### config.mk
export PLATFORM = sky130hd
export DESIGN_NAME = mux_3to1
export DESIGN_NICKNAME = d
export VERILOG_FILES = /design/src/rtl/mux_pkg.sv /design/src/rtl/mux_3to1.sv
export SDC_FILE = /design/constraint.sdc
export NUM_CORES = 1
export LEC_CHECK = 0
export ABC_CLOCK_PERIOD_IN_PS = 800
export BUFFER_PORTS_ARGS = -buffer_cell sky130_fd_sc_hd__buf_2
export CAP_MARGIN = 40
export CORE_UTILIZATION = 38
export DETAILED_ROUTE_END_ITERATION = 10
export GPL_TIMING_DRIVEN = 0
export HOLD_SLACK_MARGIN = 0.05
export PLACE_DENSITY = 0.76
export SKIP_CTS_REPAIR_TIMING = 1
export SYNTH_ARGS = -nofsm -noshare
export SYNTH_HDL_FRONTEND = slang
export SYNTH_SLANG_ARGS = --single-unit
### constraint.sdc
create_clock -name clk -period 0.8 [get_ports clk]
set_input_delay 0.08 -clock clk [delete_from_list [all_inputs] [get_ports clk]]
set_output_delay 0.08 -clock clk [all_outputs]
set_load 0.05 [all_outputs]
### src/rtl/mux_pkg.sv
// Shared select encodings and default width for the ALU operand selector.
package mux_pkg;

   localparam int unsigned DEFAULT_WIDTH = 32;
   localparam int unsigned SEL_WIDTH     = 2;

   typedef enum logic [SEL_WIDTH-1:0] {
      SEL_A       = 2'b00,
      SEL_B       = 2'b01,
      SEL_C       = 2'b10,
      SEL_ILLEGAL = 2'b11
   } sel_e;

   // True for the three select codes that pick a real source.
   function automatic logic sel_is_legal(input logic [SEL_WIDTH-1:0] sel);
      return (sel == SEL_A) || (sel == SEL_B) || (sel == SEL_C);
   endfunction

endpackage : mux_pkg

### src/rtl/mux_3to1.sv
// Registered 3-input selector; the unused code (and any unknown code) yields
// ILLEGAL_VALUE with sel_err raised, one cycle after sampling.
module mux_3to1
   import mux_pkg::*;
#(
   parameter int unsigned      WIDTH         = DEFAULT_WIDTH,
   parameter logic [WIDTH-1:0] ILLEGAL_VALUE = '0
) (
   input  logic                 clk,
   input  logic                 rst,
   input  logic [WIDTH-1:0]     a,
   input  logic [WIDTH-1:0]     b,
   input  logic [WIDTH-1:0]     c,
   input  logic [SEL_WIDTH-1:0] sel,
   output logic [WIDTH-1:0]     out,
   output logic                 sel_err
);

   logic [WIDTH-1:0] out_d, out_q;
   logic             sel_err_d, sel_err_q;

   // Source select; the default branch also absorbs X/Z selects as illegal.
   always_comb begin
      out_d     = ILLEGAL_VALUE;
      sel_err_d = 1'b1;
      case (sel)
         SEL_A: begin
            out_d     = a;
            sel_err_d = 1'b0;
         end
         SEL_B: begin
            out_d     = b;
            sel_err_d = 1'b0;
         end
         SEL_C: begin
            out_d     = c;
            sel_err_d = 1'b0;
         end
         default: begin
            out_d     = ILLEGAL_VALUE;
            sel_err_d = 1'b1;
         end
      endcase
   end

   // Output register with synchronous reset dominating all inputs.
   always_ff @(posedge clk) begin
      if (rst) begin
         out_q     <= '0;
         sel_err_q <= 1'b0;
      end else begin
         out_q     <= out_d;
         sel_err_q <= sel_err_d;
      end
   end

   assign out     = out_q;
   assign sel_err = sel_err_q;

endmodule : mux_3to1

==> results.sh <==
export IMPL_avgRoutedWirePerCell_um=14.01
export IMPL_status="complete, but fails checks"
export IMPL_utilization=0.6397
export IMPL_cts_sinks=33
export IMPL_critPathLaunchType="flip-flop"
export IMPL_report_final_slew_viol_count=0
export IMPL_criticalPathCategory="flip-flop to output port"
export IMPL_setup_viol_count_final=33
export IMPL_port_buffers=129
export IMPL_fin_area_um2=3122
export IMPL_dr_pass1_iters=4
export IMPL_crit_path_max_incr_delay_ns=0.34
export IMPL_required_ns=0.72
export IMPL_htreeDepth=2
export IMPL_root_buffer="clkbuf_8"
export IMPL_drc=0
export IMPL_netlist_area_leader_share=0.3662
export IMPL_grt_setup_unrepaired="true"
export IMPL_fmax_mhz=1192
export IMPL_tightest_slew_ns=0.3621
export IMPL_synth_fp_nets=284
export IMPL_viasPerCell=4.827
export IMPL_power_mw=4.630
export IMPL_n_antenna_cell=0
export IMPL_wl_um=5434
export IMPL_layout_setup_ws_ns=-0.03888
export IMPL_path_cells="buf_8"
export IMPL_p_leak_nw=1.300
export IMPL_ir_drop_mv=0.6755
export IMPL_drive_above_1_share=0.7570
export IMPL_syn_cell_area_um2=1982
export IMPL_die_h_um=74.22
export IMPL_synth_area_leaders="a211oi_2 (37%), dfxtp_1 (33%), nand2b_1 (10%)"
export IMPL_period_needed_ns=0.8389
export IMPL_grt_max_degree=11
export IMPL_start_util=0.4062
export IMPL_cts_buffers=5
export IMPL_pin_count=133
export IMPL_path_buf_inv=1
export IMPL_num_vias=1873
export IMPL_num_rows=25
export IMPL_worstHoldStart="b[27]"
export IMPL_die_w_um=74.22
export IMPL_grt_pass1_wl_um=8397
export IMPL_cts_tree="yes"
export IMPL_violations="negative setup slack"
export IMPL_path_max_fanout=1
export IMPL_antenna_found_initial=0
export IMPL_placed_area_um2=2711
export IMPL_grt_usage=0.2017
export IMPL_syn_inst=184
export IMPL_die_area_um2=5509
export IMPL_arrival_ns=0.76
export IMPL_hold_viol_final=0
export IMPL_yosysSeqAreaShare=0.3333
export IMPL_whs_ns=0.06102
export IMPL_synth_warnings=0
export IMPL_hold_path_class="input port to flip-flop"
export IMPL_slowest_stage="dfxtp_2"
export IMPL_path_clk_slew_ns=0.07
export IMPL_end_kind="output port"
export IMPL_synth_distinct_cells=12
export IMPL_gr_total_overflow=0
export IMPL_cp_top_family="flip-flops"
export IMPL_startpoint="out[5]"
export IMPL_setup_tns_ns=-0.8125
export IMPL_finish_net_count=420
export IMPL_syn_avg_cell_area_um2=10.77
export IMPL_clockBufferDepth=2
export IMPL_area_growth_pct=57.51
export IMPL_fin_crit_sh=1.049
export IMPL_relSlewSlack=0.7586
export IMPL_yosysTopAreaCell="a211oi_2"
export IMPL_core_um2=4880
export IMPL_ant_nets=0
export IMPL_n_fill_cell=431
export IMPL_p_per_area_nw_per_um2=1483
export IMPL_max_cap_viol_count=0
export IMPL_grt_pass1_vias=1840
export IMPL_ys_ff_latch=33
export IMPL_initialDrtViolationCount=39
export IMPL_gp_congestion=0.7266
export IMPL_dpl_hpwl_um=4117
[placed cells by master, fill, tap and decap left out]
master / count
nand2_1: 1
nand2b_1: 32
buf_8: 25
dfxtp_2: 33
nor2b_1: 32
a211oi_1: 6
clkbuf_8: 5
clkbuf_1: 6
buf_6: 12
buf_2: 108
clkbuf_4: 2
nor2_1: 1
a211oi_2: 58
[routing by layer]
metal,part of all wire,wire length (um),vias up,track usage
met5,0,0,-,0
met4,0.0077,42,0,0.04822
met3,0.073,397,4,0.07046
met2,0.52,2836,79,0.3687
met1,0.40,2158,858,0.2238
li1,-,-,932,-
[Yosys cell counts]
library cell and count:
buf_6 1, clkbuf_4 2, a211oi_2 58, nor2_1 1, dfxtp_1 33, nand2b_1 32
nand2_1 1, clkbuf_1 3, nor2b_1 32, a211oi_1 6, buf_8 3, buf_2 12
[power breakdown]
group | leakage, nW | internal (mW) | switching (mW)
Combinational | 0.977 | 0.721 | 0.878
Clock | 0.0395 | 0.618 | 0.566
Sequential | 0.284 | 1.78 | 0.0649
[flip-flops by register name, indices dropped and copies added, names as in the netlist]
name,count
sel_err,1
out,32
[path summary, 6_finish.rpt]
| check | end | slack, ns | cells past startpoint |
|---|---|---|---|
| worst max-delay path | out[5] | -0.04 | 1 |
| worst min-delay path | out[27] | 0.06 | 3 |
[layout make-up]
cell class | instances | area (um2) | share of cell area
multi-input combinational | 130 | 1179 | 0.3776
sequential | 33 | 701.9 | 0.2248
timing repair buffer | 129 | 934.6 | 0.2994
buffer | 21 | 142.6 | 0.04569
tap | 67 | 83.83 | 0.02685
clock buffer | 8 | 80.08 | 0.02565
[kinds of logic (layout without fill, tap and decap cells)]
group	Yosys count	count (layout)	share of synthesized area
AO/OA/AOI/OAI	64	64	0.3889
buffers and inverters	21	158	0.07197
flip-flops	33	33	0.3333
AND/OR/NAND/NOR	66	66	0.2058
[through the flow]
stage / worst slack [ns] / instances
floorplan: 0.01789 / 184
global placement: -0.1181 / 380
detailed placement: -0.1462 / 380
CTS: -0.1528 / 388
global route: -0.07088 / 388
finish: -0.03888 / 388
Note: power is estimated with default switching activity, not from simulation.
